$ cat config.mk
export PLATFORM = sky130hd
export DESIGN_NAME = cmd_frame_parser
export DESIGN_NICKNAME = d
export VERILOG_FILES = /design/src/rtl/cmd_frame_pkg.sv /design/src/rtl/frame_chk_unit.sv /design/src/rtl/cmd_frame_parser.sv
export SDC_FILE = /design/constraint.sdc
export NUM_CORES = 1
export LEC_CHECK = 0
export CORE_ASPECT_RATIO = 1.25
export CORE_MARGIN = 5
export CORE_UTILIZATION = 61
export CTS_BUF_LIST = sky130_fd_sc_hd__clkbuf_16
export DETAILED_ROUTE_END_ITERATION = 10
export PLACE_DENSITY = 0.83
export SYNTH_ARGS = -nofsm -noshare
export SYNTH_HDL_FRONTEND = slang
export SYNTH_SLANG_ARGS = --single-unit
$ cat constraint.sdc
create_clock -name clk -period 4.3 [get_ports clk]
set_input_delay 0.86 -clock clk [delete_from_list [all_inputs] [get_ports clk]]
set_output_delay 0.86 -clock clk [all_outputs]
set_load 0.005 [all_outputs]
$ cat src/rtl/cmd_frame_pkg.sv
// Shared constants, state encoding and CRC helper for the command-frame parser.
package cmd_frame_pkg;

    localparam logic [7:0] HEADER_DEFAULT = 8'h5A;

    typedef enum logic [2:0] {
        PERIPH_SPI  = 3'd0,
        PERIPH_I2C  = 3'd1,
        PERIPH_UART = 3'd2,
        PERIPH_PWM  = 3'd3
    } periph_e;

    localparam logic [1:0] ERR_NONE     = 2'd0;
    localparam logic [1:0] ERR_CHECKSUM = 2'd1;
    localparam logic [1:0] ERR_LENGTH   = 2'd2;
    localparam logic [1:0] ERR_TIMEOUT  = 2'd3;

    localparam int unsigned CHK_MODE_NONE = 0;
    localparam int unsigned CHK_MODE_SUM  = 1;
    localparam int unsigned CHK_MODE_CRC8 = 2;

    localparam logic [7:0] CRC8_POLY = 8'h07;

    typedef enum logic [2:0] {
        StIdle,
        StCmd,
        StLen,
        StPara,
        StChk,
        StVerify,
        StCmdOut,
        StDrain
    } state_e;

    // One byte of CRC-8, MSB first, no reflection, no final xor.
    function automatic logic [7:0] crc8_step(input logic [7:0] crc, input logic [7:0] data);
        logic [7:0] c;
        c = crc ^ data;
        for (int i = 0; i < 8; i++) begin
            c = c[7] ? ((c << 1) ^ CRC8_POLY) : (c << 1);
        end
        return c;
    endfunction

endpackage

$ cat src/rtl/frame_chk_unit.sv
// Running frame check accumulator: 8-bit wrap sum or CRC-8, restartable per frame.
module frame_chk_unit
    import cmd_frame_pkg::*;
#(
    parameter int unsigned CHK_MODE = CHK_MODE_SUM
) (
    input  logic       clk,
    input  logic       rst,
    input  logic       clear,
    input  logic       enable,
    input  logic [7:0] data,
    output logic [7:0] acc
);

    logic [7:0] acc_q, acc_d, base;

    // clear and enable together seed the accumulator with the current byte
    always_comb begin
        base  = clear ? 8'h00 : acc_q;
        acc_d = base;
        if (enable) begin
            if (CHK_MODE == CHK_MODE_SUM) begin
                acc_d = base + data;
            end else if (CHK_MODE == CHK_MODE_CRC8) begin
                acc_d = crc8_step(base, data);
            end else begin
                acc_d = 8'h00;
            end
        end
    end

    always_ff @(posedge clk) begin
        if (rst) begin
            acc_q <= 8'h00;
        end else begin
            acc_q <= acc_d;
        end
    end

    assign acc = acc_q;

endmodule

$ cat src/rtl/cmd_frame_parser.sv
// Command-frame parser: 5A | CMD | LEN | PARA[LEN] | CHK with check, timeout,
// buffered parameter streaming and error reporting.
module cmd_frame_parser
    import cmd_frame_pkg::*;
#(
    parameter int unsigned MAX_PARA_LEN = 64,
    parameter int unsigned CHK_MODE     = CHK_MODE_SUM,
    parameter int unsigned TIMEOUT_CYC  = 50000,
    parameter logic [7:0]  HEADER       = HEADER_DEFAULT
) (
    input  logic        clk,
    input  logic        rst,
    input  logic [7:0]  rx_data,
    input  logic        rx_valid,
    output logic        rx_ready,
    output logic        cmd_valid,
    input  logic        cmd_ready,
    output logic [2:0]  cmd_periph,
    output logic [4:0]  cmd_opcode,
    output logic [7:0]  para_len,
    output logic [7:0]  para_data,
    output logic        para_valid,
    input  logic        para_ready,
    output logic        para_last,
    output logic        frame_error,
    output logic [1:0]  error_type,
    output logic [15:0] err_cnt
);

    localparam int unsigned AddrW  = (MAX_PARA_LEN > 1) ? $clog2(MAX_PARA_LEN) : 1;
    localparam logic [7:0]  MaxLen = 8'(MAX_PARA_LEN);

    state_e      state_q, state_d;
    logic [7:0]  cmd_q, cmd_d;
    logic [7:0]  len_q, len_d;
    logic [7:0]  chk_q, chk_d;
    logic [7:0]  idx_q, idx_d;
    logic [31:0] timer_q, timer_d;
    logic [2:0]  periph_q, periph_d;
    logic [4:0]  opcode_q, opcode_d;
    logic [7:0]  para_len_q, para_len_d;
    logic        frame_error_q;
    logic [1:0]  error_type_q, error_type_d;
    logic [15:0] err_cnt_q;

    logic [7:0]       mem [MAX_PARA_LEN];
    logic [AddrW-1:0] addr;
    logic             rx_fire, acc_clear, acc_en, mem_we, raise_err;
    logic [1:0]       err_code;
    logic [7:0]       acc;

    assign rx_ready = state_q inside {StIdle, StCmd, StLen, StPara, StChk};
    assign rx_fire  = rx_valid & rx_ready;
    // Write (PARA) and read (DRAIN) never overlap, so one index serves as the only address.
    assign addr     = idx_q[AddrW-1:0];

    frame_chk_unit #(
        .CHK_MODE(CHK_MODE)
    ) u_chk (
        .clk   (clk),
        .rst   (rst),
        .clear (acc_clear),
        .enable(acc_en),
        .data  (rx_data),
        .acc   (acc)
    );

    always_comb begin
        state_d    = state_q;
        cmd_d      = cmd_q;
        len_d      = len_q;
        chk_d      = chk_q;
        idx_d      = idx_q;
        timer_d    = 32'd0;
        periph_d   = periph_q;
        opcode_d   = opcode_q;
        para_len_d = para_len_q;
        acc_clear  = 1'b0;
        acc_en     = 1'b0;
        mem_we     = 1'b0;
        raise_err  = 1'b0;
        err_code   = ERR_NONE;
        cmd_valid  = 1'b0;
        para_valid = 1'b0;
        para_last  = 1'b0;

        unique case (state_q)
            StIdle: begin
                if (rx_fire && rx_data == HEADER) begin
                    acc_clear = 1'b1;
                    acc_en    = 1'b1;
                    state_d   = StCmd;
                end
            end
            StCmd: begin
                if (rx_fire) begin
                    cmd_d   = rx_data;
                    acc_en  = 1'b1;
                    state_d = StLen;
                end
            end
            StLen: begin
                if (rx_fire) begin
                    len_d  = rx_data;
                    idx_d  = 8'd0;
                    acc_en = 1'b1;
                    if (rx_data > MaxLen) begin
                        raise_err = 1'b1;
                        err_code  = ERR_LENGTH;
                        state_d   = StIdle;
                    end else if (rx_data == 8'd0) begin
                        state_d = StChk;
                    end else begin
                        state_d = StPara;
                    end
                end
            end
            StPara: begin
                if (rx_fire) begin
                    mem_we = 1'b1;
                    acc_en = 1'b1;
                    if (idx_q == len_q - 8'd1) begin
                        idx_d   = 8'd0;
                        state_d = StChk;
                    end else begin
                        idx_d = idx_q + 8'd1;
                    end
                end
            end
            StChk: begin
                if (rx_fire) begin
                    chk_d   = rx_data;
                    state_d = StVerify;
                end
            end
            StVerify: begin
                if (CHK_MODE == CHK_MODE_NONE || acc == chk_q) begin
                    periph_d   = cmd_q[7:5];
                    opcode_d   = cmd_q[4:0];
                    para_len_d = len_q;
                    state_d    = StCmdOut;
                end else begin
                    raise_err = 1'b1;
                    err_code  = ERR_CHECKSUM;
                    state_d   = StIdle;
                end
            end
            StCmdOut: begin
                cmd_valid = 1'b1;
                if (cmd_ready) begin
                    idx_d   = 8'd0;
                    state_d = (len_q == 8'd0) ? StIdle : StDrain;
                end
            end
            StDrain: begin
                para_valid = 1'b1;
                para_last  = (idx_q == len_q - 8'd1);
                if (para_ready) begin
                    if (para_last) begin
                        idx_d   = 8'd0;
                        state_d = StIdle;
                    end else begin
                        idx_d = idx_q + 8'd1;
                    end
                end
            end
            default: state_d = StIdle;
        endcase

        // An accepted byte clears the timer, so it beats a coincident terminal count.
        if (state_q inside {StCmd, StLen, StPara, StChk} && !rx_fire) begin
            timer_d = timer_q + 32'd1;
            if (TIMEOUT_CYC != 0 && timer_d == TIMEOUT_CYC) begin
                raise_err = 1'b1;
                err_code  = ERR_TIMEOUT;
                idx_d     = 8'd0;
                state_d   = StIdle;
            end
        end

        error_type_d = raise_err ? err_code : error_type_q;
    end

    always_ff @(posedge clk) begin
        if (rst) begin
            state_q       <= StIdle;
            cmd_q         <= 8'd0;
            len_q         <= 8'd0;
            chk_q         <= 8'd0;
            idx_q         <= 8'd0;
            timer_q       <= 32'd0;
            periph_q      <= 3'd0;
            opcode_q      <= 5'd0;
            para_len_q    <= 8'd0;
            frame_error_q <= 1'b0;
            error_type_q  <= ERR_NONE;
            err_cnt_q     <= 16'd0;
        end else begin
            state_q       <= state_d;
            cmd_q         <= cmd_d;
            len_q         <= len_d;
            chk_q         <= chk_d;
            idx_q         <= idx_d;
            timer_q       <= timer_d;
            periph_q      <= periph_d;
            opcode_q      <= opcode_d;
            para_len_q    <= para_len_d;
            frame_error_q <= raise_err;
            error_type_q  <= error_type_d;
            if (raise_err && err_cnt_q != 16'hFFFF) begin
                err_cnt_q <= err_cnt_q + 16'd1;
            end
        end
    end

    always_ff @(posedge clk) begin
        if (mem_we) begin
            mem[addr] <= rx_data;
        end
    end

    assign para_data   = (state_q == StDrain) ? mem[addr] : 8'h00;
    assign cmd_periph  = periph_q;
    assign cmd_opcode  = opcode_q;
    assign para_len    = para_len_q;
    assign frame_error = frame_error_q;
    assign error_type  = error_type_q;
    assign err_cnt     = err_cnt_q;

endmodule
==> impl_metrics.sql <==
INSERT INTO impl_metrics (metric_group, metric, value, unit) VALUES
('outcome', 'run_status', 'finished, violations left', ''),
('outcome', 'violations', 'setup timing', ''),
('worst_hold_path', 'hold_start', 'cmd_q[4]$_SDFFE_PP0P_', ''),
('power', 'pwr_density_cell', '400', 'nW/um^2'),
('power', 'post-layout-total-power', '11.6', 'mW'),
('route', 'wl', '66600', 'um'),
('synth', 'synth_seq_cells', '622', ''),
('route', 'initialDrtViolationCount', '2188', ''),
('critical_path', 'worst_setup_path_start_kind', 'register', ''),
('critical_path', 'r2r-start', 'timer_q[4]$_SDFF_PP0_', ''),
('placement', 'gpl_wtd_cong', '0.867', ''),
('sta', 'hold_violations', '0', ''),
('sta', 'finalClockSkew', '0.0298', 'ns'),
('critical_path', 'crit_path_start', 'idx_q[0]$_SDFF_PP0_', ''),
('clock_tree', 'tritoncts_clock_tree', 'yes', ''),
('clock_tree', 'worstSkewPairLatency', '0.62', 'ns'),
('floorplanning', 'die_x', '190', 'um'),
('synth', 'synth_cell_types', '65', ''),
('power', 'leakage', '9.25', 'nW'),
('critical_path', 'required', '3.44', 'ns'),
('critical_path', 'critPathKind', 'reg -> out', ''),
('final_layout', 'number_of_standard_cells_in_the_layout_taps_in_and_fillers_out', '2468', ''),
('sta', 'worst_slew_pin_slew', '1.13', 'ns'),
('floorplanning', 'boundaryPins', '60', ''),
('clock_tree', 'cts.htree.levels', '2', ''),
('power', 'ir_drop', '412', 'uV'),
('placement', 'hpwlAfterDp', '38300', 'um'),
('global_route', 'grt_max_degree', '80', ''),
('final_layout', 'drive_gt1_frac', '0.173', ''),
('final_layout', 'utilization', '0.725', ''),
('floorplanning', 'initial_utilization', '0.616', ''),
('floorplanning', 'floorplan.core_area', '40000', 'um^2'),
('clock_tree', 'numClockSinks', '622', ''),
('sta', 'worst_slew_margin', '0.245', ''),
('floorplanning', 'die_y', '235', 'um'),
('route', 'drt_first_pass_iters', '5', ''),
('route', 'detailroute.via_count', '16900', ''),
('critical_path', 'timing.critical_path.arrival', '3.44', 'ns'),
('sta', 'layout_setup_ws', '-0.00272', 'ns'),
('critical_path', 'critPathMostFrequentCell', 'buf_4', ''),
('synth', 'syn-cell-area', '24600', 'um^2'),
('synth', 'synthesis.nets', '1784', ''),
('route', 'wire_per_inst', '27.0', 'um'),
('critical_path', 'crit_slowest_cell', 'clkdlybuf4s50_1', ''),
('global_route', 'grt_first_pass_wirelength', '99600', 'um'),
('final_layout', 'syn2layout_area_growth', '17.7', '%'),
('critical_path', 'cpPeakStageDelay', '0.50', 'ns'),
('global_route', 'number_of_global_route_vias_before_repair', '16700', ''),
('placement', 'post-place-ws', '0.107', 'ns'),
('sta', 'setup_violations', '1', ''),
('sta', 'max_freq', '232', 'MHz'),
('placement', 'post-place-cells', '2353', ''),
('route', 'detail_route.drc_violations', '0', ''),
('sta', 'fin_crit_sh', '1.00', ''),
('clock_tree', 'cts-buffers-inserted', '56', ''),
('synth', 'ys.flop_type', 'edfxtp_1', ''),
('critical_path', 'crit_buf_inv', '4', ''),
('final_layout', 'layout.filler_cells', '2322', ''),
('final_layout', 'design.final.nets', '1945', ''),
('placement', 'placed_area', '26700', 'um^2'),
('floorplanning', 'fp.dieArea', '44500', 'um^2'),
('synth', 'ys_seq_area_frac', '0.713', ''),
('clock_tree', 'clk_pin_slew', '0.07', 'ns'),
('synth', 'ys_warn_count', '0', ''),
('global_route', 'total_global_routing_track_utilization', '0.291', ''),
('final_layout', 'final_area', '29000', 'um^2'),
('worst_hold_path', 'hold_path_class', 'reg -> reg', ''),
('final_layout', 'n_antenna_cell', '0', ''),
('critical_path', 'endpoint_kind', 'output pin', ''),
('global_route', 'gr-total-overflow', '0', ''),
('critical_path', 'largest_driver_fanout_on_the_critical_path', '8', '');
==> worst register-to-register path: stages (launching register included) <==
cell     delay (ns)
dfxtp_1        0.51
nand4_4        0.25
or4_4          0.62
or4_1          0.64
or4b_4         0.54
a32oi_4        0.21
nand4_4        0.20
a21oi_4        0.28
buf_4          0.23
nand4_1        0.14
mux2_2         0.30
==> cells by family after synthesis <==
group	Yosys count	synth area share
adders and majority gates	14	0.00741
DFF	622	0.713
xor gates and xnor gates	52	0.0185
buffers and inverters	135	0.0210
and+or+nand+nor	440	0.0894
AOI/OAI and AO/OA	459	0.135
muxes	35	0.0153
==> per-stage QoR <==
step / hold slack (ns) / TNS [ns]
2_1_floorplan: 0.436 / 0
3_5_place_dp: 0.452 / 0
3_3_place_gp: 0.446 / 0
5_1_grt: 0.481 / -0.127
6_report: 0.457 / -0.00272
4_1_cts: 0.459 / 0
==> final timing paths <==
kind	depth (start not counted)	to	slack (ns)
setup / recovery	10	para_data[3]	-0.003
hold / removal	2	cmd_q[4]$_SDFFE_PP0P_	0.46
setup reg to reg	10	err_cnt[9]$_SDFFE_PP0P_	0.29
hold reg to reg	2	cmd_q[4]$_SDFFE_PP0P_	0.46
==> cell usage in the layout, fill, tap and decap left out, types with 7 or more instances in the layout <==
| cell type | netlist | layout |
|---|---|---|
| edfxtp_1 | 512 | 512 |
| nor2_1 | 162 | 159 |
| buf_4 | 0 | 142 |
| a22oi_1 | 130 | 130 |
| dfxtp_1 | 110 | 106 |
| nand2_1 | 87 | 87 |
| a21oi_1 | 71 | 68 |
| a22o_1 | 64 | 64 |
| clkbuf_16 | 0 | 56 |
| a31oi_1 | 71 | 54 |
| a221oi_1 | 64 | 47 |
| clkdlybuf4s50_1 | 0 | 46 |
| xnor2_1 | 33 | 33 |
| inv_1 | 21 | 30 |
| nor4_1 | 38 | 30 |
| nand3_1 | 26 | 26 |
| mux2i_1 | 25 | 25 |
| o21ai_0 | 22 | 22 |
| nor2b_1 | 20 | 20 |
| nand4_1 | 19 | 19 |
| xor2_1 | 19 | 19 |
| nor3_1 | 17 | 16 |
| a221oi_2 | 0 | 15 |
| a31oi_2 | 0 | 15 |
| buf_12 | 0 | 14 |
| ha_1 | 13 | 13 |
| clkinv_1 | 0 | 12 |
| and2_1 | 10 | 10 |
| or3_1 | 10 | 10 |
| clkinv_2 | 0 | 10 |
| buf_2 | 2 | 9 |
| or4_1 | 8 | 8 |
| nor4_2 | 0 | 7 |
==> synth_stat cells (all sizes together), types with 22 or more instances <==
library cell,count,area share
a22oi,130,0.040
xnor2,33,0.012
nand3,29,0.0065
nor2,162,0.025
a31oi,71,0.018
nand4,22,0.0074
edfxtp,512,0.62
nor4,38,0.0096
dfxtp,110,0.089
nand2,87,0.013
a221oi,64,0.023
a22o,64,0.023
o21ai,22,0.0045
a21oi,72,0.015
mux2i,25,0.010
clkbuf,93,0.014
==> state kept, by name, summed over array words and instances (netlist names), 3 cells and up <==
name,flops
chk_q,8
cmd_opcode,5
cmd_periph,3
cmd_q,8
err_cnt,16
idx_q,8
len_q,8
mem,512
para_len,8
state_q,3
timer_q,32
u_chk.acc,8
==> where the power goes <==
part,total (mW),internal [mW],switching (mW)
combinational,0.139,0.0206,0.119
sequential,6.50,6.50,0.000163
clock,4.96,2.74,2.22
==> repair_timing <==
action,4_1_cts,5_1_grt
cloned,2,0
endpoints found under the setup margin,8,7
pin swaps,7,10
resized for setup,35,29
endpoints found under the hold margin,0,0
setup buffers,4,5
hold buffers,0,0
==> per-layer routing <==
metal  global-route usage  routed length (um)  up-vias
met5                    0                   0        -
met4                0.140                3370        0
met3               0.0662                7470      237
met2                0.477               32900     1203
met1                0.371               22800     8190
li1                     -                   -     7243
==> area by class of cell <==
type	count	area [um^2]	share of cell area
clock inverters	48	410	0.0142
clock buffers	56	1400	0.0483
well taps	504	631	0.0217
inverters	21	78.8	0.00272
multi-input cells	1000	6930	0.239
repair buffers	217	1960	0.0676
flip-flops and latches	622	17600	0.606
Note: power is estimated with default switching activity, not from simulation.
